**src/rtl/sequence_gen_pkg.sv**
```systemverilog
// sequence_gen_pkg: FSM encoding and default pattern shared by the sequence generator and detector
package sequence_gen_pkg;

    typedef enum logic [1:0] {IDLE, SEND, GAP, FIN} state_t;

    localparam logic [7:0] DEFAULT_PATTERN = 8'b0111_0001;

endpackage

```
**src/rtl/sequence_gen.sv**
```systemverilog
// sequence_gen: emits bursts of 8-bit frames MSB first with optional idle gaps between frames
module sequence_gen
    import sequence_gen_pkg::*;
#(
    parameter logic [7:0] PATTERN = DEFAULT_PATTERN,
    parameter int         CNT_W   = 4
) (
    input  logic             clk,
    input  logic             rst,
    input  logic             start,
    input  logic             pat_sel,
    input  logic [7:0]       pat_in,
    input  logic [CNT_W-1:0] count,
    input  logic [CNT_W-1:0] gap,
    output logic             dout,
    output logic             dout_vld,
    output logic             frame_last,
    output logic             busy,
    output logic             done
);

    state_t           state;
    logic [7:0]       pat;
    logic [CNT_W-1:0] frames;
    logic [CNT_W-1:0] gap_len;
    logic [CNT_W-1:0] gap_cnt;
    logic [2:0]       bit_cnt;
    logic [2:0]       nxt;
    logic [7:0]       sel_pat;

    assign sel_pat = pat_sel ? pat_in : PATTERN;
    assign nxt     = bit_cnt - 3'd1;

    // bit_cnt indexes the bit currently on dout; its wrap from 0 to 7 lines up the next frame's MSB
    always_ff @(posedge clk) begin
        if (rst) begin
            state      <= IDLE;
            pat        <= '0;
            frames     <= '0;
            gap_len    <= '0;
            gap_cnt    <= '0;
            bit_cnt    <= '0;
            dout       <= 1'b0;
            dout_vld   <= 1'b0;
            frame_last <= 1'b0;
            busy       <= 1'b0;
            done       <= 1'b0;
        end else begin
            done <= 1'b0;
            case (state)
                IDLE: if (start) begin
                    pat     <= sel_pat;
                    frames  <= count;
                    gap_len <= gap;
                    bit_cnt <= 3'd7;
                    if (count != '0) begin
                        state    <= SEND;
                        dout     <= sel_pat[7];
                        dout_vld <= 1'b1;
                        busy     <= 1'b1;
                    end else begin
                        state <= FIN;
                        done  <= 1'b1;
                    end
                end
                SEND: begin
                    bit_cnt <= nxt;
                    if (bit_cnt != 3'd0) begin
                        dout       <= pat[nxt];
                        frame_last <= (nxt == 3'd0);
                    end else begin
                        frames     <= frames - CNT_W'(1);
                        frame_last <= 1'b0;
                        if (frames == CNT_W'(1)) begin
                            state    <= FIN;
                            dout     <= 1'b0;
                            dout_vld <= 1'b0;
                            busy     <= 1'b0;
                            done     <= 1'b1;
                        end else if (gap_len != '0) begin
                            state    <= GAP;
                            gap_cnt  <= gap_len;
                            dout     <= 1'b0;
                            dout_vld <= 1'b0;
                        end else begin
                            dout <= pat[7];
                        end
                    end
                end
                GAP: begin
                    if (gap_cnt == CNT_W'(1)) begin
                        state    <= SEND;
                        dout     <= pat[7];
                        dout_vld <= 1'b1;
                    end else begin
                        gap_cnt <= gap_cnt - CNT_W'(1);
                    end
                end
                FIN: state <= IDLE;
                default: state <= IDLE;
            endcase
        end
    end

endmodule
```
**config.mk**
```make
export PLATFORM = sky130hd
export DESIGN_NAME = sequence_gen
export DESIGN_NICKNAME = d
export VERILOG_FILES = /design/src/rtl/sequence_gen_pkg.sv /design/src/rtl/sequence_gen.sv
export SDC_FILE = /design/constraint.sdc
export NUM_CORES = 1
export LEC_CHECK = 0
export CAP_MARGIN = 20
export CORE_AREA = 2 2 70 72
export DETAILED_ROUTE_END_ITERATION = 16
export DIE_AREA = 0 0 72 74
export GPL_TIMING_DRIVEN = 0
export PLACE_DENSITY = 0.58
export SYNTH_ARGS = -nofsm -noshare
export SYNTH_HDL_FRONTEND = slang
export SYNTH_SLANG_ARGS = --single-unit
```
**constraint.sdc**
```tcl
create_clock -name clk -period 3.6 [get_ports clk]
set_input_delay 0.72 -clock clk [delete_from_list [all_inputs] [get_ports clk]]
set_output_delay 0.72 -clock clk [all_outputs]
set_load 0.01 [all_outputs]
```
Word level (Yosys, flattened, before mapping)
Index checks and enable logic that the tools add are counted.

Register bits after elaboration: 30. Latch bits: 0. Input bits: 20. ROM bits: 0. Bits in writable memories: 0. Memories kept: 0. Logic and storage cells: 88. Output and inout bits: 5.

Bitwise operators: 0. Reduce and logical (&&, ||, !) cells: 16. Add/subtract/negate cells: 3. Muxes and demuxes: 43. Divide/modulo/power cells: 0. Shift-type cells: 0. Equality and inequality tests: 14. $mul: 0. Magnitude comparators: 1.

Operators with widths (number): $mux W4 (6); $mux W1 (20); $ne A2 B2 Y1 const B (8); $pmux W4 S2 (2); $mux W2 (6); $reduce_and A5 Y1 (2); $eq A4 B1 Y1 const B (2); $mux W8 (1); $pmux W2 S4 (1); $reduce_and A4 Y1 (2); $reduce_bool A4 Y1 (2); $sub A4 B1 Y4 const B (2); $pmux W1 S3 (2); $pmux W3 S2 (1); $reduce_and A6 Y1 (1); $reduce_bool A3 Y1 (2); $eq A2 B2 Y1 const B (2); $lt A3 B4 Y1 const B (1); $pmux W1 S2 (2); $reduce_and A2 Y1 (2); $reduce_bool A2 Y1 (2); $bmux W1 S3 (1); $logic_not A3 Y1 (1); $mux W3 (1); other kinds (5) (5).

Depth between registers and ports, before layout
Depth in word-level cells: 5. Gate-level depth with buffers: 8. Gate-level depth less buffers: 7.

Least setup slack after synthesis
No wires, ideal clock.

Path kind: register -> register. Start point: register bit_cnt[0]. End point: register dout. Stages on the path, launching flop included: 9. Data arrival time: 1.822 ns. Setup time: 0.124 ns. Required time: 3.476 ns. Path buffers: 1. Setup slack: 1.654 ns. Clock period less this slack: 1.946 ns. Cell sequence: dfxtp_1 > clkbuf_1 > inv_1 > ha_1 > mux2_2 > nor2_1 > a21oi_1 > o32ai_1 > o31ai_1.

Cells in the longest elaborated chain, start to end: 5. Elaborated cells between the ends (all ways): 6. Those cells by class: add/sub: 1; mux: 4; reduce/logical: 1.

Ends and longest elaborated chain: start, declared (line sequence_gen.sv:27) `logic [2:0] bit_cnt;`; start signal, assigned (line sequence_gen.sv:67) `bit_cnt <= nxt;`; $sub A3 B1 Y3 (line sequence_gen.sv:32) `assign nxt = bit_cnt - 3'd1;`; $bmux W1 S3 (line sequence_gen.sv:69) `dout <= pat[nxt];`; $mux W1 (not written as such) (line sequence_gen.sv:69); $mux W1 * (line sequence_gen.sv:68) `if (bit_cnt != 3'd0) begin`; $pmux W1 S3 * (line sequence_gen.sv:50) `case (state)`; end signal, assigned (line sequence_gen.sv:58) `dout <= sel_pat[7];`; end signal, assigned (line sequence_gen.sv:69); end signal, assigned (line sequence_gen.sv:86) `dout <= pat[7];`; end, declared (line sequence_gen.sv:15) `output logic dout,`.

Mark *: on every way between the ends. The rest lies on a longest branch, timed or not. The select of a mux whose other input is x is not followed. A chain may end at the register's enable or synchronous reset.

Worst setup path in the final report
Start point: input port count[1]. End point: register dout.

Cells in the longest elaborated chain, start to end: 3.

Ends and longest elaborated chain: start, declared (line sequence_gen.sv:13) `input logic [CNT_W-1:0] count,`; $reduce_bool A4 Y1 (line sequence_gen.sv:56) `if (count != '0) begin`; $ne A2 B2 Y1 (no source line); $reduce_and A4 Y1 (no source line).

No other way between the ends.

==> summary.txt <==
Critical path
  • Crit path cell chain: clkdlybuf4s50_1, nor4_1, a21oi_1, a21oi_1, a311o_1, o31ai_1
  • Worst EP required: about 3.8 ns
  • Top cell by count, worst path: a21oi_1
  • Crit path largest cell delay: about 0.7 ns
  • Worst Setup End Kind: flip-flop
  • Critical Path Slowest Stage Cell: nor4_1
  • Critical path launch point type: input pin
  • Crit path max fanout: 5
  • Critical path class: in2reg
  • Crit path from: count[1]
  • CP arrival: around 2.6 ns
  • Reg2reg start: bit_cnt[0]

Clock tree
  • Clk buf depth: 2
  • Worst-Skew Late Latency: around 0.27 ns
  • H-tree depth: 2
  • CTS Buf Count: 5
  • # Post-CTS Setup Buffers: 0
  • Worst-path clk slew: roughly 0.070 ns
  • CTS-repair resized insts: 0
  • Clock Root Buffer: clkbuf_8
  • CTS sink cnt: 30
  • Post-CTS Hold Buffers: 0
  • TritonCTS clock tree: yes

Layout
  • P&R area growth vs syn: 22.0%
  • Nets: roughly 280
  • Non-filler instance count after layout: 300
  • Inserted Diodes: 0
  • Commonest non-fill, non-tap cells in the layout: dfxtp_1 (30), nor2_1 (23), clkdlybuf4s50_1 (23), nand2_1 (22), a21oi_1 (18)
  • Commonest non-fill, non-tap cell in the layout: dfxtp_1
  • Layout cells sized above 1: 0.0854

Die
  • Initial Util: 0.385
  • Core footprint: 4600 um^2
  • Die Height: between 70 and 80 um
  • Die Width: just over 70 um
  • # IOs: 25
  • Die area: 5330 um^2
  • Cell row count: 25

Route
  • Avg WL per Cell: 13.5 um
  • Routed WL: 4.04 mm
  • DR vias: 1,577
  • DR vias/cell: about 5.3
  • Initial DRC count: between 50 and 60
  • Initial DRT Pass Iterations: 4
  • Drc violations: 0
  • Post-route ant nets: 0

Timing
  • Final worst slack: around 1.2 ns
  • Clock Skews: 0.00301 ns
  • Crit share post-route: 0.669
  • Setup TNS: 0 ns
  • RSZ-0062 raised after global routing: false
  • Rel. slew slack: 0.474
  • Least-Margin Pin Slew: roughly 0.8 ns
  • Final Hold Viols: 0
  • Crit path time final: 2.41 ns
  • Final-report max-slew violation count: 0
  • Fmax: just over 0.4 GHz
  • Final setup viols: 0

Global routing
  • Largest net degree at the start of global routing: 11
  • Global route total overflow: 0
  • Via count of the first global-routing pass: about 1,400
  • GRT Total Usage: 0.161
  • First-pass GRT wire length: between 6 and 7 mm
  • Initial antenna violation count: 0

Synth
  • Post-synth EDFFs: 0
  • Sequential area share after synthesis: 0.339
  • Register bit total from synthesis: 30
  • Mapped cell area: about 1800 um^2
  • Top FF cell, synth: dfxtp_1
  • Synth area leaders: dfxtp_1 (34%), ha_1 (8.5%), a21oi_1 (5.1%), nor2_1 (4.9%), nand2_1 (4.7%)
  • Mean Syn Cell Area: between 8 and 9 um^2
  • Synth cell types: 44
  • Post-synth ARST share: 0
  • Yosys warnings: 0
  • Syn_nets: 247
  • Top-area cell type share of the netlist area: 0.339
  • Syn Inst Count: around 220
  • Synth area leader: dfxtp_1

Placed design
  • PortBufs: 23
  • HPWL Detailed: roughly 2.9 mm
  • Gpl congestion: roughly 0.80
  • Placed insts: a little under 300
  • Post-Place Setup Slack: 0.915 ns

Hold path
  • Hold_sp: pat[1]
  • Hold Crit Class: reg2reg

Outcome
  • Status: finished, final reports clean

Run
  • Max-Cap Viols: 0

Power
  • Max VDD drop: 245 uV
  • LEAKAGE: approximately 0.79 nW
  • Total power draw: around 1.6 mW
  • Pwr Density: approximately 750 nW/um^2
-- per-layer routing --
layer	track usage	up-vias	routed length, um
li1	-	830	-
met1	0.219	706	2070
met2	0.251	35	1750
met3	0.0352	6	157
met4	0.0629	0	57
met5	0	-	0
-- stage by stage --
stage | hold WS (ns) | instance area (um^2) | utilization
2_1_floorplan | 0.427 | 1770 | -
3_3_place_gp | 0.439 | 2070 | 0.450
3_5_place_dp | 0.445 | 2070 | 0.450
4_1_cts | 0.452 | 2160 | 0.469
5_1_grt | 0.484 | 2160 | 0.469
6_report | 0.452 | 2160 | 0.469
-- path summary, 6_finish.rpt --
kind | end | depth (start not counted) | slack [ns]
max | dout | 6 | 1.19
min | pat[1] | 2 | 0.45
max reg2reg | dout | 8 | 1.36
min reg2reg | pat[1] | 2 | 0.45
-- state kept, by name, indices dropped and copies added, names as in the netlist --
name        count
gap_len         4
frames          4
dout            1
gap_cnt         4
pat             8
busy            1
done            1
dout_vld        1
frame_last      1
state           2
bit_cnt         3
-- synth_stat cells, drive strengths merged, types with 3 or more instances --
| master | count |
|---|---|
| dfxtp | 30 |
| nor2 | 23 |
| nand2 | 22 |
| a21oi | 19 |
| ha | 12 |
| inv | 11 |
| o21ai | 9 |
| clkbuf | 8 |
| nand3 | 8 |
| mux2i | 7 |
| nor3 | 6 |
| a211oi | 5 |
| nor2b | 5 |
| nor3b | 5 |
| mux2 | 4 |
| nand2b | 4 |
| a311oi | 3 |
| buf | 3 |
| nor4 | 3 |
-- final cells by class --
cell class	count	area, um^2
well taps	54	67.6
clock inverters	1	5.00
inverters	11	41.3
flip-flops and latches	30	601
plain buffers	11	42.5
clock buffers	7	86.3
repair buffers	23	230
multi-input cells	163	1080
fillers	473	2440
-- worst max-delay path: cells and delay by family --
kind / cells / cell delay [ns]
AO/OA/AOI/OAI: 4 / 0.74
buffers and inverters: 1 / 0.44
AND/OR/NAND/NOR: 1 / 0.68
-- power by group --
part	internal [mW]	switching [mW]	total (mW)	leakage [nW]
registers	0.427	0.0749	0.502	0.247
logic	0.369	0.472	0.841	0.495
clock network	0.154	0.127	0.281	0.0482
total	0.950	0.673	1.62	0.790
-- logic make-up after synthesis --
logic type      Yosys count  share of synthesized area
fa+ha+maj                12                     0.0849
buf+inv                  22                     0.0474
simple gates             85                      0.235
flops                    30                      0.339
compound gates           55                      0.228
mux                      11                     0.0651
Power figures use the tool's default switching activity.
